## config.mk

```make
export PLATFORM = sky130hd
export DESIGN_NAME = imm_gen_pipe_flat
export DESIGN_NICKNAME = d
export VERILOG_FILES = /design/src/rtl/imm_gen_pipe_pkg.sv /design/src/rtl/imm_gen_pipe_if.sv /design/src/rtl/imm_gen_pipe_decode.sv /design/src/rtl/imm_gen_pipe.sv /design/src/flat_wrapper.sv
export SDC_FILE = /design/constraint.sdc
export NUM_CORES = 1
export LEC_CHECK = 0
export ABC_CLOCK_PERIOD_IN_PS = 4200
export CORE_UTILIZATION = 40
export CTS_CLUSTER_DIAMETER = 150
export DETAILED_ROUTE_END_ITERATION = 7
export PLACE_DENSITY_LB_ADDON = 0.05
export SLEW_MARGIN = 20
export SYNTH_ARGS = -nofsm -noshare
export SYNTH_HDL_FRONTEND = slang
export SYNTH_SLANG_ARGS = --single-unit
```

## constraint.sdc

```tcl
create_clock -name clk -period 4.2 [get_ports clk]
set_clock_uncertainty 0.15 [all_clocks]
set_input_delay 0.42 -clock clk [delete_from_list [all_inputs] [get_ports clk]]
set_output_delay 0.42 -clock clk [all_outputs]
set_load 0.1 [all_outputs]
```

## src/rtl/imm_gen_pipe_pkg.sv

```systemverilog
// Shared opcode and immediate-format constants.
// Reused by the immediate generator, hazard and control units.
package imm_gen_pipe_pkg;

   localparam logic [6:0] OPC_LOAD        = 7'b0000011;
   localparam logic [6:0] OPC_ARITH_IMM   = 7'b0010011;
   localparam logic [6:0] OPC_AUIPC       = 7'b0010111;
   localparam logic [6:0] OPC_ARITH_IMM_W = 7'b0011011;
   localparam logic [6:0] OPC_STORE       = 7'b0100011;
   localparam logic [6:0] OPC_ARITH       = 7'b0110011;
   localparam logic [6:0] OPC_LUI         = 7'b0110111;
   localparam logic [6:0] OPC_BRANCH      = 7'b1100011;
   localparam logic [6:0] OPC_JALR        = 7'b1100111;
   localparam logic [6:0] OPC_JAL         = 7'b1101111;
   localparam logic [6:0] OPC_SYSTEM      = 7'b1110011;

   localparam logic [2:0] FMT_NONE  = 3'd0;
   localparam logic [2:0] FMT_I     = 3'd1;
   localparam logic [2:0] FMT_SHAMT = 3'd2;
   localparam logic [2:0] FMT_S     = 3'd3;
   localparam logic [2:0] FMT_B     = 3'd4;
   localparam logic [2:0] FMT_U     = 3'd5;
   localparam logic [2:0] FMT_J     = 3'd6;

   // funct3 values selecting the shift-immediate encodings
   localparam logic [2:0] F3_SLL = 3'b001;
   localparam logic [2:0] F3_SRX = 3'b101;

endpackage

```

## src/rtl/imm_gen_pipe_if.sv

```systemverilog
// Valid/ready link carrying instructions in and immediates out.
// master drives instructions and consumes results; slave is the generator.
interface imm_gen_pipe_if #(
   parameter int XLEN  = 32,
   parameter int TAG_W = 32
);
   logic             in_valid;
   logic             in_ready;
   logic [31:0]      in_inst;
   logic [TAG_W-1:0] in_tag;
   logic             out_valid;
   logic             out_ready;
   logic [XLEN-1:0]  out_imm;
   logic [2:0]       out_fmt;
   logic             out_illegal;
   logic [TAG_W-1:0] out_tag;

   modport master (
      output in_valid, in_inst, in_tag, out_ready,
      input  in_ready, out_valid, out_imm,
      input  out_fmt, out_illegal, out_tag
   );

   modport slave (
      input  in_valid, in_inst, in_tag, out_ready,
      output in_ready, out_valid, out_imm,
      output out_fmt, out_illegal, out_tag
   );
endinterface

```

## src/rtl/imm_gen_pipe_decode.sv

```systemverilog
// Combinational immediate decoder: inst -> {imm, fmt, illegal}.
// Shift amounts are zero-extended; all other formats sign-extend.
module imm_decode_comb
   import imm_gen_pipe_pkg::*;
#(
   parameter int XLEN = 32
) (
   input  logic [31:0]     inst,
   output logic [XLEN-1:0] imm,
   output logic [2:0]      fmt,
   output logic            illegal
);

   logic [XLEN-1:0] imm_i;
   logic [XLEN-1:0] imm_s;
   logic [XLEN-1:0] imm_b;
   logic [XLEN-1:0] imm_u;
   logic [XLEN-1:0] imm_j;
   logic [5:0]      shamt;
   logic            is_shift;

   assign imm_i = XLEN'($signed(inst[31:20]));
   assign imm_s = XLEN'($signed({inst[31:25], inst[11:7]}));
   assign imm_b = XLEN'($signed({inst[31], inst[7],
                                 inst[30:25], inst[11:8],
                                 1'b0}));
   assign imm_u = XLEN'($signed({inst[31:12], 12'b0}));
   assign imm_j = XLEN'($signed({inst[31], inst[19:12],
                                 inst[20], inst[30:21],
                                 1'b0}));

   // RV64 widens the shift amount to 6 bits for the full-width ops
   assign shamt = (XLEN == 64) ? inst[25:20]
                               : {1'b0, inst[24:20]};

   assign is_shift = (inst[14:12] == F3_SLL) ||
                     (inst[14:12] == F3_SRX);

   // Classify by opcode and select the matching immediate
   always_comb begin
      imm     = '0;
      fmt     = FMT_NONE;
      illegal = 1'b0;
      unique case (inst[6:0])
         OPC_ARITH_IMM: begin
            if (is_shift) begin
               fmt = FMT_SHAMT;
               imm = XLEN'(shamt);
            end else begin
               fmt = FMT_I;
               imm = imm_i;
            end
         end
         OPC_ARITH_IMM_W: begin
            if (XLEN == 64) begin
               if (is_shift) begin
                  fmt = FMT_SHAMT;
                  imm = XLEN'(inst[24:20]);
               end else begin
                  fmt = FMT_I;
                  imm = imm_i;
               end
            end else begin
               illegal = 1'b1;
            end
         end
         OPC_LOAD, OPC_JALR: begin
            fmt = FMT_I;
            imm = imm_i;
         end
         OPC_STORE: begin
            fmt = FMT_S;
            imm = imm_s;
         end
         OPC_BRANCH: begin
            fmt = FMT_B;
            imm = imm_b;
         end
         OPC_LUI, OPC_AUIPC: begin
            fmt = FMT_U;
            imm = imm_u;
         end
         OPC_JAL: begin
            fmt = FMT_J;
            imm = imm_j;
         end
         OPC_ARITH, OPC_SYSTEM: begin
            fmt = FMT_NONE;
         end
         default: begin
            illegal = 1'b1;
         end
      endcase
   end

endmodule

```

## src/rtl/imm_gen_pipe.sv

```systemverilog
// Registered immediate generator with a two-entry head/skid buffer.
// Decode happens before the registers; the top only moves entries.
module imm_gen_pipe
   import imm_gen_pipe_pkg::*;
#(
   parameter int XLEN  = 32,
   parameter int TAG_W = 32
) (
   input logic            clk,
   input logic            reset,
   input logic            flush,
   imm_gen_pipe_if.slave  bus
);

   logic [XLEN-1:0]  dec_imm;
   logic [2:0]       dec_fmt;
   logic             dec_ill;

   logic             head_valid_q, head_valid_d;
   logic [XLEN-1:0]  head_imm_q,   head_imm_d;
   logic [2:0]       head_fmt_q,   head_fmt_d;
   logic             head_ill_q,   head_ill_d;
   logic [TAG_W-1:0] head_tag_q,   head_tag_d;

   logic             skid_valid_q, skid_valid_d;
   logic [XLEN-1:0]  skid_imm_q,   skid_imm_d;
   logic [2:0]       skid_fmt_q,   skid_fmt_d;
   logic             skid_ill_q,   skid_ill_d;
   logic [TAG_W-1:0] skid_tag_q,   skid_tag_d;

   logic             in_ready_q,   in_ready_d;
   logic             accept;
   logic             drain;

   imm_decode_comb #(.XLEN(XLEN)) u_dec (
      .inst    (bus.in_inst),
      .imm     (dec_imm),
      .fmt     (dec_fmt),
      .illegal (dec_ill)
   );

   assign accept = bus.in_valid && in_ready_q && !flush;
   assign drain  = head_valid_q && bus.out_ready;

   // Next-state for head/skid: flush wins, then refill head, else skid
   always_comb begin
      head_valid_d = head_valid_q;
      head_imm_d   = head_imm_q;
      head_fmt_d   = head_fmt_q;
      head_ill_d   = head_ill_q;
      head_tag_d   = head_tag_q;
      skid_valid_d = skid_valid_q;
      skid_imm_d   = skid_imm_q;
      skid_fmt_d   = skid_fmt_q;
      skid_ill_d   = skid_ill_q;
      skid_tag_d   = skid_tag_q;
      if (flush) begin
         head_valid_d = 1'b0;
         skid_valid_d = 1'b0;
      end else if (!head_valid_q || drain) begin
         if (skid_valid_q) begin
            head_valid_d = 1'b1;
            head_imm_d   = skid_imm_q;
            head_fmt_d   = skid_fmt_q;
            head_ill_d   = skid_ill_q;
            head_tag_d   = skid_tag_q;
            skid_valid_d = 1'b0;
         end else if (accept) begin
            head_valid_d = 1'b1;
            head_imm_d   = dec_imm;
            head_fmt_d   = dec_fmt;
            head_ill_d   = dec_ill;
            head_tag_d   = bus.in_tag;
         end else begin
            head_valid_d = 1'b0;
         end
      end else if (accept) begin
         skid_valid_d = 1'b1;
         skid_imm_d   = dec_imm;
         skid_fmt_d   = dec_fmt;
         skid_ill_d   = dec_ill;
         skid_tag_d   = bus.in_tag;
      end
      in_ready_d = !skid_valid_d;
   end

   // State registers; reset clears both entries and opens the input
   always_ff @(posedge clk or posedge reset) begin
      if (reset) begin
         head_valid_q <= 1'b0;
         head_imm_q   <= '0;
         head_fmt_q   <= FMT_NONE;
         head_ill_q   <= 1'b0;
         head_tag_q   <= '0;
         skid_valid_q <= 1'b0;
         skid_imm_q   <= '0;
         skid_fmt_q   <= FMT_NONE;
         skid_ill_q   <= 1'b0;
         skid_tag_q   <= '0;
         in_ready_q   <= 1'b1;
      end else begin
         head_valid_q <= head_valid_d;
         head_imm_q   <= head_imm_d;
         head_fmt_q   <= head_fmt_d;
         head_ill_q   <= head_ill_d;
         head_tag_q   <= head_tag_d;
         skid_valid_q <= skid_valid_d;
         skid_imm_q   <= skid_imm_d;
         skid_fmt_q   <= skid_fmt_d;
         skid_ill_q   <= skid_ill_d;
         skid_tag_q   <= skid_tag_d;
         in_ready_q   <= in_ready_d;
      end
   end

   assign bus.in_ready    = in_ready_q;
   assign bus.out_valid   = head_valid_q;
   assign bus.out_imm     = head_imm_q;
   assign bus.out_fmt     = head_fmt_q;
   assign bus.out_illegal = head_ill_q;
   assign bus.out_tag     = head_tag_q;

endmodule
```

## src/flat_wrapper.sv

```systemverilog
// flat-port wrapper written by rule: the top's interface ports become plain ports
module imm_gen_pipe_flat import imm_gen_pipe_pkg::*;
#(
   parameter int XLEN  = 32,
   parameter int TAG_W = 32
)
  (clk, reset, flush, bus_in_valid, bus_in_inst, bus_in_tag, bus_out_ready, bus_in_ready, bus_out_valid, bus_out_imm, bus_out_fmt, bus_out_illegal, bus_out_tag);
  imm_gen_pipe_if #(.XLEN(XLEN), .TAG_W(TAG_W)) bus_i ();
  input logic clk;
  input logic reset;
  input logic flush;
  input wire logic [$bits(bus_i.in_valid)-1:0] bus_in_valid;
  input wire logic [$bits(bus_i.in_inst)-1:0] bus_in_inst;
  input wire logic [$bits(bus_i.in_tag)-1:0] bus_in_tag;
  input wire logic [$bits(bus_i.out_ready)-1:0] bus_out_ready;
  output wire logic [$bits(bus_i.in_ready)-1:0] bus_in_ready;
  output wire logic [$bits(bus_i.out_valid)-1:0] bus_out_valid;
  output wire logic [$bits(bus_i.out_imm)-1:0] bus_out_imm;
  output wire logic [$bits(bus_i.out_fmt)-1:0] bus_out_fmt;
  output wire logic [$bits(bus_i.out_illegal)-1:0] bus_out_illegal;
  output wire logic [$bits(bus_i.out_tag)-1:0] bus_out_tag;
  assign bus_i.in_valid = bus_in_valid;
  assign bus_i.in_inst = bus_in_inst;
  assign bus_i.in_tag = bus_in_tag;
  assign bus_i.out_ready = bus_out_ready;
  assign bus_in_ready = bus_i.in_ready;
  assign bus_out_valid = bus_i.out_valid;
  assign bus_out_imm = bus_i.out_imm;
  assign bus_out_fmt = bus_i.out_fmt;
  assign bus_out_illegal = bus_i.out_illegal;
  assign bus_out_tag = bus_i.out_tag;
  imm_gen_pipe #(.XLEN(XLEN), .TAG_W(TAG_W)) u_core (.clk(clk), .reset(reset), .flush(flush), .bus(bus_i));
endmodule
```

; ---- After elaboration in Yosys (flattened, before gate mapping)
; Index checks and enable logic that the tools add are counted.
[totals]
wordCells = 60
ff_bits = 139
in_bits = 69
[op_classes]
reduce_logical = 15
mux = 20
bitwise = 2
n_eq_ne = 12
[op_table]
columns = operator, count
row1 = 32-bit case mux with 6 select lines, 1
row2 = 32-bit two-way mux, 5
row3 = 7-bit equality test (second input constant), 4
row4 = 7-bit by 6-bit equality test with 1-bit output (second input constant), 3
row5 = 3-bit case mux with 6 select lines, 1
row6 = 7-bit by 5-bit equality test with 1-bit output (second input constant), 2
row7 = 1-bit two-way mux, 10
row8 = 10-bit OR reduction, 1
row9 = 7-bit by 2-bit equality test with 1-bit output (second input constant), 1
row10 = 3-bit two-way mux, 2
row11 = 3-bit AND reduction, 2
row12 = 2-bit nonzero test, 2
row13 = 2-bit OR reduction, 2
row14 = 3-bit by 1-bit equality test with 1-bit output (second input constant), 1
row15 = 3-bit equality test (second input constant), 1
row16 = 1-bit logical AND, 3
row17 = 1-bit logical NOT, 3
row18 = 1-bit logical OR, 2
row19 = 2-bit two-way mux, 1
row20 = 1-bit inverter, 2

; ---- Logic depth before layout (Yosys ltp)
; Gate-level depths: netlist (run 1).
[logic_depth]
word_depth = 6
mapped_depth = 8
mapped_depth_nobuf = 5

; ---- By module
; Synthesis (run 1) repeated with hierarchy kept, for this count alone.
[hier_totals]
cells_unflattened = 454
area_unflattened_um2 = 6575.1
[by_module_without_submodules]
columns = module, cells_each, area_per_inst_um2, instances, seq_area_each_um2
row1 = imm_gen_pipe, 376, 5990.7, 1, 3479.6
row2 = imm_decode_comb, 78, 584.3, 1, 0.0

; ---- Least setup slack after synthesis (run 1)
; Ideal clock, no wire load.
[synth_path]
path_type = register to register
start = reg u_core.head_valid_q, in the netlist u_core.bus.out_valid
end = reg u_core.skid_imm_q[12]
arrival_ns = 2.157
path_stages_with_launch = 7
setup_slack_ns = 1.767
setup_time_ns = 0.126
t_required_ns = 3.924
cell_sequence = dfrtp_1 -> nand2b_1 -> nor2_1 -> nand3_1 -> buf_2 -> clkbuf_1 -> a221o_1
[synth_between]
elab_chain_cells = 4
word_cells_on_any_way = 5
cone_classes = bitwise: 1 / reduce/logical: 4
[synth_rtl]
columns = element, line_no
row1 = "start, declared", imm_gen_pipe.sv:19  ; logic head_valid_q, head_valid_d;
row2 = "start signal, assigned", imm_gen_pipe.sv:102  ; head_valid_q <= head_valid_d;
row3 = 1-bit logical NOT or 1-bit logical AND (tied branches), "imm_gen_pipe.sv:60, imm_gen_pipe.sv:43"
row4 = 1-bit logical OR *, imm_gen_pipe.sv:60  ; end else if (!head_valid_q || drain) begin
row5 = 1-bit inverter (no source line) *, -
row6 = 3-bit AND reduction (no source line) *, -
row7 = "end signal, assigned", imm_gen_pipe.sv:108  ; skid_imm_q <= skid_imm_d;
row8 = "end, declared", imm_gen_pipe.sv:26  ; logic [XLEN-1:0] skid_imm_q, skid_imm_d;
; Mark *: on every way between the ends. The rest lies on a longest branch, timed or not.
; A chain may end at the register's enable or synchronous reset.

; ---- Worst setup path in the final report (run 1)
[layout_path]
start = reg u_core.in_ready_q, in the netlist u_core.bus.in_ready
end = out bus_in_ready
[layout_rtl]
columns = element, line_no
row1 = "start, declared", imm_gen_pipe.sv:31  ; logic in_ready_q, in_ready_d;
row2 = "start signal, assigned", imm_gen_pipe.sv:112  ; in_ready_q <= in_ready_d;
row3 = "end, declared", flat_wrapper.sv:16  ; output wire logic [$bits(bus_i.in_ready)-1:0] bus_in_ready;
; No word-level cell between the ends.

==> impl_metrics.json, run 1 <==
{
  "finalCriticalPeriod_ns": 2.68,
  "initial_core_util": 0.409,
  "cts_tree": "done",
  "drt-initial-drc-count": 270,
  "die_y_um": 127,
  "fp.dieArea_um2": 16000,
  "cp_top_family": "buffers and inverters",
  "setup-violations-final": 0,
  "dpl_worst_slack_ns": 1.10,
  "status": "finished, final reports clean",
  "met1Wirelength_um": 7340,
  "antenna_found_initial": 0,
  "postSynthCellCount": 645,
  "htree_levels": 4,
  "crit_path_max_incr_delay_ns": 1.14,
  "grt_max_degree": 116,
  "crit_buf_inv": 1,
  "synthToLayoutAreaGrowth_pct": 33.7,
  "portBuffers": 138,
  "synthesis.nets": 714,
  "ir_worst_vdd_mv": 0.283,
  "p_leak_nw": 3.76,
  "synth_cell_types": 49,
  "finalHoldViolCount": 0,
  "antenna-diode-count": 0,
  "relSlewSlack": 0.303,
  "setup_tns_ns": 0,
  "grt_usage": 0.210,
  "cp_slowest_cell": "clkdlybuf4s50_1",
  "synth-seq-cells": 139,
  "post-place-cells": 932,
  "wl_per_cell_um": 16.3,
  "cts-root-buf": "clkbuf_16",
  "yosys_warnings": 0,
  "cap_viol_max_count": 0,
  "clkLatencyLatePin_ns": 0.42,
  "clockBufferDepth": 2,
  "cts_resized": 0,
  "dp_hpwl_um": 10100,
  "syn_area_um2": 6220,
  "rows": 45,
  "worstPathCellList": "clkdlybuf4s50_1",
  "critical_path_peak_fanout": 4,
  "rsz0062_at_grt": "false",
  "viasPerCell": 5.23,
  "post_cts_buffers": 0,
  "numCtsBuffers": 17,
  "total_power_mw": 4.38,
  "crit_path_start": "u_core.bus.in_ready",
  "routed-wl-met2_um": 7340,
  "setup_ws_ns": 1.52,
  "wl_met3_um": 829,
  "instances_no_fill": 964,
  "r2r_start": "u_core.skid_valid_q",
  "core_um2": 15200,
  "required_ns": 3.63,
  "p_per_area_nw_per_um2": 527,
  "grt_pass1_wl_um": 26000,
  "io_pins": 139,
  "drtAntennaViolNets": 0,
  "drive_above_1_share": 0.0851,
  "max_freq_ghz": 0.373,
  "end_kind": "primary output",
  "start_kind": "flip-flop",
  "overflow": 0,
  "grt_pass1_vias": 5025,
  "crit_arrival_ns": 2.11,
  "gp_routability_congestion": 0.845,
  "synthesis.area_per_instance_um2": 9.64,
  "tightest_slew_ns": 1.04,
  "dr.pass1.iters": 5,
  "die_w_um": 127,
  "yosysSeqAreaShare": 0.560,
  "timing.final.max_slew_violations": 0,
  "routed_wl_um": 15700,
  "cts.sinks": 139,
  "min_path_type": "input port to asynchronous set/reset pin",
  "vias": 5044,
  "path_class": "flip-flop to primary output",
  "layout.nets": 834,
  "routed.top_layer": "met4",
  "timing.final.crit_share": 0.638,
  "clk_pin_slew_ns": 0.05,
  "drc_errors": 0,
  "nFillCells": 1368,
  "holdBufCountCts": 0
}
## metrics by stage
stage	area, µm²	util	hold slack (ns)
after global routing	8320	0.547	0.270
after CTS	8280	0.544	0.322
after floorplan	6220	-	0.291
after detailed placement	7720	0.508	0.310
after global placement	7720	0.508	0.304
final	8320	0.547	0.239
## worst reg2reg max path: stages, from the launching register on
cell       delay [ns]
dfrtp_4          0.48
a21oi_1          0.30
or3_4            0.54
buf_12           0.33
nor2_1           0.11
o2111ai_1        0.33
nand2_1          0.11
## cell usage after synthesis (all sizes together)
cell / n / share of area
and3b: 1 / 0.0014
o41ai: 1 / 0.0014
nor2b: 6 / 0.0060
nor3b: 1 / 0.0030
a31oi: 4 / 0.0064
or3: 5 / 0.0050
mux2: 1 / 0.0018
a32o: 1 / 0.0016
a221o: 9 / 0.014
xor2: 1 / 0.0014
o22ai: 11 / 0.011
and4b: 1 / 0.0016
a22oi: 4 / 0.0048
nand3b: 1 / 0.0012
o22a: 1 / 0.0014
nand2b: 1 / 0.0010
or2: 2 / 0.0024
o2111ai: 1 / 0.0014
o211a: 1 / 0.0016
nand2: 166 / 0.10
nand4b: 1 / 0.0014
o21ai: 43 / 0.035
a221oi: 8 / 0.011
mux2i: 33 / 0.053
o211ai: 4 / 0.0048
clkbuf: 33 / 0.020
a41oi: 1 / 0.0014
o2111a: 1 / 0.0018
buf: 13 / 0.013
nor2: 29 / 0.018
nand3: 8 / 0.0072
inv: 21 / 0.013
or4: 3 / 0.0042
a21oi: 63 / 0.059
dfstp: 1 / 0.0042
and3: 13 / 0.013
o31ai: 3 / 0.0036
a22o: 6 / 0.0085
nor3: 4 / 0.0032
dfrtp: 138 / 0.56
## path summary, 6_finish.rpt
| kind | to | slack [ns] | cells past startpoint |
|---|---|---|---|
| worst max-delay path | bus_in_ready | 1.52 | 1 |
| worst min-delay path | u_core.bus.out_valid | 0.24 | 2 |
| worst max register to register | u_core.bus.out_imm[13] | 1.70 | 6 |
| worst min register to register | u_core.skid_imm_q[31] | 0.32 | 2 |
| max in group asynchronous | u_core.skid_tag_q[25] | 2.67 | 4 |
| min in group clk | u_core.skid_imm_q[31] | 0.32 | 2 |
## per-layer routing
metal	vias to the layer above	GRT usage
li1	2453	-
met1	2424	0.285
met2	149	0.325
met3	18	0.0565
met4	0	0.0735
met5	-	0
## layout make-up
| class | instances | area (µm²) | area share |
|---|---|---|---|
| clock buffers | 21 | 460 | 0.0554 |
| flip-flops and latches | 139 | 3480 | 0.419 |
| clock inverters | 9 | 97.6 | 0.0117 |
| multi-input cells | 439 | 2470 | 0.297 |
| inverters | 21 | 82.6 | 0.00993 |
| well taps | 188 | 235 | 0.0283 |
| repair buffers | 147 | 1490 | 0.179 |
## power breakdown
part	total [mW]	internal [mW]	switching [mW]	leakage, nW
Clock	1.41	0.890	0.524	0.278
Combinational	1.31	0.342	0.964	1.70
Sequential	1.66	1.55	0.114	1.78
## layout by cell type, fill, tap and decap left out, types with 6 or more instances in the layout
cell type,n
o21ai_0,43
dfrtp_1,137
nand3_1,6
a21oi_2,13
a21oi_1,50
and3_1,12
clkinv_2,6
inv_1,20
nor2_1,27
o22ai_1,11
clkdlybuf4s50_1,138
buf_4,6
a221o_1,9
nor2b_1,6
a221oi_1,8
nand2_1,166
mux2i_1,33
a22o_1,6
clkbuf_16,17
## flip-flops by register name (all words and copies together) (netlist names)
register / cells
u_core.bus.in_ready: 1
u_core.bus.out_fmt: 3
u_core.bus.out_illegal: 1
u_core.bus.out_imm: 32
u_core.bus.out_tag: 32
u_core.bus.out_valid: 1
u_core.skid_fmt_q: 3
u_core.skid_ill_q: 1
u_core.skid_imm_q: 32
u_core.skid_tag_q: 32
u_core.skid_valid_q: 1
## logic make-up after synthesis
group	after synthesis	synth area share
and+or+nand+nor	242	0.169
AOI/OAI and AO/OA	162	0.169
DFF	139	0.560
buffers and inverters	67	0.0459
muxes	34	0.0549
xor gates and xnor gates	1	0.00141
No activity file was read; power rests on OpenSTA's default activity.
==> run 2, diff against run 1 <==
--- a/config.mk
+++ b/config.mk
@@ -5,7 +5,7 @@
 export SDC_FILE = /design/constraint.sdc
 export NUM_CORES = 1
 export LEC_CHECK = 0
-export ABC_CLOCK_PERIOD_IN_PS = 4200
+export ABC_CLOCK_PERIOD_IN_PS = 2300
 export CORE_UTILIZATION = 40
 export CTS_CLUSTER_DIAMETER = 150
 export DETAILED_ROUTE_END_ITERATION = 7
==> constraint.sdc (replaced) <==
create_clock -name clk -period 2.3 [get_ports clk]
set_clock_uncertainty 0.15 [all_clocks]
set_input_delay 0.23 -clock clk [delete_from_list [all_inputs] [get_ports clk]]
set_output_delay 0.23 -clock clk [all_outputs]
set_load 0.1 [all_outputs]
==> impl_metrics.json, run 2 (synthesized netlist as in run 1, its figures left out) <==
{
  "status": "finished, final reports clean",
  "cts.sinks": 139,
  "grt_pass1_vias": 5081,
  "clkLatencyLatePin_ns": 0.42,
  "portBuffers": 138,
  "crit_arrival_ns": 2.23,
  "timing.final.crit_share": 0.909,
  "post_cts_buffers": 0,
  "required_ns": 2.44,
  "viasPerCell": 5.25,
  "p_leak_nw": 4.02,
  "final_cell_mix": "nand2_1 (166), dfrtp_1 (136), buf_4 (98)",
  "io_pins": 139,
  "overflow": 0,
  "initial_core_util": 0.409,
  "drt-initial-drc-count": 285,
  "start_kind": "flip-flop",
  "timing.final.max_slew_violations": 0,
  "post-place-cells": 958,
  "dp_hpwl_um": 10500,
  "min_path_type": "input port to asynchronous set/reset pin",
  "drc_errors": 0,
  "drtAntennaViolNets": 0,
  "synthToLayoutAreaGrowth_pct": 36.0,
  "dpl_cell_area_um2": 7790,
  "p_per_area_nw_per_um2": 995,
  "max_freq_ghz": 0.478,
  "r2r_end": "u_core.bus.out_tag[14]",
  "grt_pass1_wl_um": 25800,
  "grt_max_degree": 76,
  "rows": 45,
  "numCtsBuffers": 17,
  "setup-violations-final": 0,
  "layout.nets": 858,
  "tightest_slew_ns": 0.697,
  "path_class": "flip-flop to flip-flop",
  "wl_per_cell_um": 15.8,
  "htree_levels": 4,
  "instances_no_fill": 990,
  "antenna_found_initial": 0,
  "cts_tree": "done",
  "die_w_um": 127,
  "routed_wl_um": 15700,
  "grt_usage": 0.206,
  "relSlewSlack": 0.535,
  "rsz0062_at_grt": "false",
  "holdBufCountCts": 0,
  "cap_viol_max_count": 0,
  "holdWs_ns": 0.132,
  "clockBufferDepth": 2,
  "antenna-diode-count": 0,
  "critical_path_peak_fanout": 40,
  "rr_worst_depth": 4,
  "finalCriticalPeriod_ns": 2.09,
  "final_area_um2": 8450,
  "cts-root-buf": "clkbuf_16",
  "die_y_um": 127,
  "finish.utilization": 0.556,
  "ir_worst_vdd_mv": 0.493,
  "fp.dieArea_um2": 16000,
  "finalHoldViolCount": 0,
  "dr.pass1.iters": 5,
  "r2r_start": "u_core.skid_valid_q",
  "end_kind": "flip-flop",
  "layout_commonest_cell": "nand2_1",
  "vias": 5194,
  "r2r_slack_ns": 0.21,
  "gp_routability_congestion": 0.886,
  "drive_above_1_share": 0.204,
  "core_um2": 15200,
  "clk_pin_slew_ns": 0.06
}
## run 2: changes by cell type in the layout (fill, tap and decap cells not counted), moves of 2 or more
cell | previous run | this run
bufinv_16 | 2 | 5
buf_4 | 6 | 98
clkinv_2 | 6 | 2
clkinv_4 | 0 | 2
inv_6 | 0 | 2
buf_12 | 3 | 5
clkdlybuf4s50_1 | 138 | 68
## run 2: timing repair
| action | in CTS | in global routing |
|---|---|---|
| setup endpoints to repair | 0 | 3 |
| gates resized for setup | 0 | 1 |
| endpoints found under the hold margin | 0 | 0 |
## run 2: area by class of cell
type,count,area (µm²)
Multi-Input combinational cell,439,2470
Fill cell,1397,6750
Clock inverter,13,214
Inverter,21,82.6
Timing Repair Buffer,171,1520
Clock buffer,19,443
Sequential cell,139,3490
Tap cell,188,235
## run 2: worst max-delay path, cell delays in order (launching register included)
cell     delay [ns]
dfrtp_4        0.48
buf_4          0.46
buf_4          0.50
mux2i_1        0.26
o21ai_0        0.09
## run 2: through the flow
step                      setup slack, ns  power [mW]  setup TNS, ns
after floorplan                    0.0195        4.80              0
after global placement            -0.0694        5.40         -0.377
after detailed placement           -0.171        5.44          -3.04
after CTS                          0.0747        8.50              0
after global routing               0.0881        8.77              0
final                               0.209        8.42              0
## run 2: worst max-delay path by stage
stage                                   endpoint  cells past startpoint           startpoint
after global placement     u_core.skid_imm_q[30]                      7       bus_in_inst[2]
after floorplan           u_core.bus.out_imm[31]                      7  u_core.bus.in_ready
after detailed placement   u_core.skid_imm_q[30]                      7       bus_in_inst[2]
after CTS                 u_core.bus.out_imm[27]                      4  u_core.bus.in_ready
after global routing      u_core.bus.out_tag[12]                      4  u_core.skid_valid_q
final                     u_core.bus.out_tag[14]                      4  u_core.skid_valid_q
## run 2: per-layer routing
metal,part of all wire,track usage
met1,0.47,0.277
met4,0.0079,0.0735
met2,0.48,0.330
met5,0,0
met3,0.048,0.0430
## run 2: where the power goes
| part | leakage (nW) | internal (mW) | switching [mW] |
|---|---|---|---|
| sequential | 1.78 | 2.82 | 0.205 |
| combinational | 1.92 | 0.588 | 1.77 |
| clock | 0.320 | 1.97 | 1.07 |
==> run 3, diff against run 2 <==
--- a/config.mk
+++ b/config.mk
@@ -7,6 +7,7 @@
 export LEC_CHECK = 0
 export ABC_CLOCK_PERIOD_IN_PS = 2300
 export CORE_UTILIZATION = 40
+export CTS_BUF_LIST = sky130_fd_sc_hd__clkbuf_16
 export CTS_CLUSTER_DIAMETER = 150
 export DETAILED_ROUTE_END_ITERATION = 7
 export PLACE_DENSITY_LB_ADDON = 0.05
==> impl_metrics.json, run 3 (synthesized netlist as in run 1, its figures left out) <==
{
  "rows": 45,
  "viasPerCell": 5.25,
  "dp_hpwl_um": 10500,
  "grt_pass1_vias": 5078,
  "relSlewSlack": 0.533,
  "timing.final.crit_share": 0.911,
  "p_leak_nw": 4.02,
  "cts.sinks": 139,
  "internal_power_mw": 5.34,
  "path_class": "flip-flop to flip-flop",
  "pwr-share-seq": 0.361,
  "status": "finished, final reports clean",
  "end_kind": "flip-flop",
  "htree_levels": 4,
  "switching_share": 0.363,
  "crit_arrival_ns": 2.23,
  "initial_core_util": 0.409,
  "max_freq_ghz": 0.477,
  "portBuffers": 138,
  "finish.utilization": 0.555,
  "drt-initial-drc-count": 294,
  "overflow": 0,
  "pwr-share-clk": 0.358,
  "vias": 5194,
  "grt_usage": 0.205,
  "grt_pass1_wl_um": 25700,
  "finalCriticalPeriod_ns": 2.09,
  "clockBufferDepth": 2,
  "drive_above_1_share": 0.203,
  "layout.nets": 858,
  "final_cell_mix": "nand2_1 (166), dfrtp_1 (136), buf_4 (98)",
  "setup_tns_ns": 0,
  "r2r_start": "u_core.skid_valid_q",
  "rr_worst_depth": 4,
  "cts_tree": "done",
  "clkLatencyLatePin_ns": 0.41,
  "drc_errors": 0,
  "gp_routability_congestion": 0.886,
  "cts-root-buf": "clkbuf_16",
  "io_pins": 139,
  "min_path_type": "input port to asynchronous set/reset pin",
  "numCtsBuffers": 17,
  "antenna-diode-count": 0,
  "r2r_slack_ns": 0.21,
  "start_kind": "flip-flop",
  "layout_commonest_cell": "nand2_1",
  "grt_max_degree": 76,
  "post_cts_buffers": 0,
  "finalHoldViolCount": 0,
  "fp.dieArea_um2": 16000,
  "required_ns": 2.44,
  "die_w_um": 127,
  "ir_worst_vdd_mv": 0.493,
  "clk_pin_slew_ns": 0.06,
  "power_frac_comb": 0.281,
  "wl_per_cell_um": 15.8,
  "setup-violations-final": 0,
  "critical_path_peak_fanout": 40,
  "routed_wl_um": 15700,
  "crit_path_start": "u_core.skid_valid_q",
  "synthToLayoutAreaGrowth_pct": 35.8,
  "core_um2": 15200,
  "rsz0062_at_grt": "false",
  "tightest_slew_ns": 0.700,
  "p_per_area_nw_per_um2": 992,
  "drtAntennaViolNets": 0,
  "die_y_um": 127,
  "antenna_found_initial": 0,
  "timing.final.max_slew_violations": 0,
  "r2r_end": "u_core.bus.out_tag[14]",
  "power.switching_mw": 3.04,
  "dr.pass1.iters": 6,
  "cap_viol_max_count": 0
}
run 3: timing repair:
action                                  4_1_cts  5_1_grt
hold buffers                                  0        0
gates resized for setup                       0        1
endpoints found under the setup margin        0        3
run 3: worst max-delay path, cell delays in order (launching register included):
cell and delay, ns:
dfrtp_4 0.48, buf_4 0.46, buf_4 0.50, mux2i_1 0.26, o21ai_0 0.09
run 3: final cells by class:
class	count	area (µm²)
inverter	21	82.6
tap	188	235
clock buffer	17	425
clock inverter	15	221
multi-input combinational	439	2470
fill	1399	6760
sequential	139	3490
timing repair buffer	171	1520
run 3: routing by layer:
metal  track usage  part of all wire  up-vias
met5             0                 0        -
li1              -                 -     2514
met4        0.0735            0.0077        0
met3        0.0430             0.045       10
met2         0.330              0.48      152
met1         0.277              0.47     2518
run 3: how the worst max path moves through the flow:
stage | end | slack (ns) | depth (start not counted)
after floorplan | u_core.bus.out_imm[31] | 0.02 | 7
after global placement | u_core.skid_imm_q[30] | -0.07 | 7
after detailed placement | u_core.skid_imm_q[30] | -0.17 | 7
after CTS | u_core.bus.out_imm[27] | 0.07 | 4
after global routing | u_core.bus.out_tag[12] | 0.09 | 4
final | u_core.bus.out_tag[14] | 0.21 | 4
run 3: power by group through the flow:
stage                     clock network, mW  registers, mW  logic, mW
after floorplan                           0           4.28      0.522
after CTS                              3.06           3.03       2.37
after global routing                   3.17           3.08       2.49
after global placement                    0           3.06       2.35
final                                  3.00           3.03       2.35
after detailed placement                  0           3.07       2.36
run 3: metrics by stage:
stage / cells / hold WS [ns] / total power, mW / cell area (µm²) / worst slack [ns]
2_1_floorplan: 645 / 0.139 / 4.80 / 6230 / 0.0195
3_3_place_gp: 958 / 0.306 / 5.40 / 7790 / -0.0694
6_report: 990 / 0.132 / 8.37 / 8440 / 0.206
3_5_place_dp: 958 / 0.312 / 5.44 / 7790 / -0.171
4_1_cts: 990 / 0.146 / 8.46 / 8440 / 0.0747
5_1_grt: 990 / 0.172 / 8.73 / 8440 / 0.0881
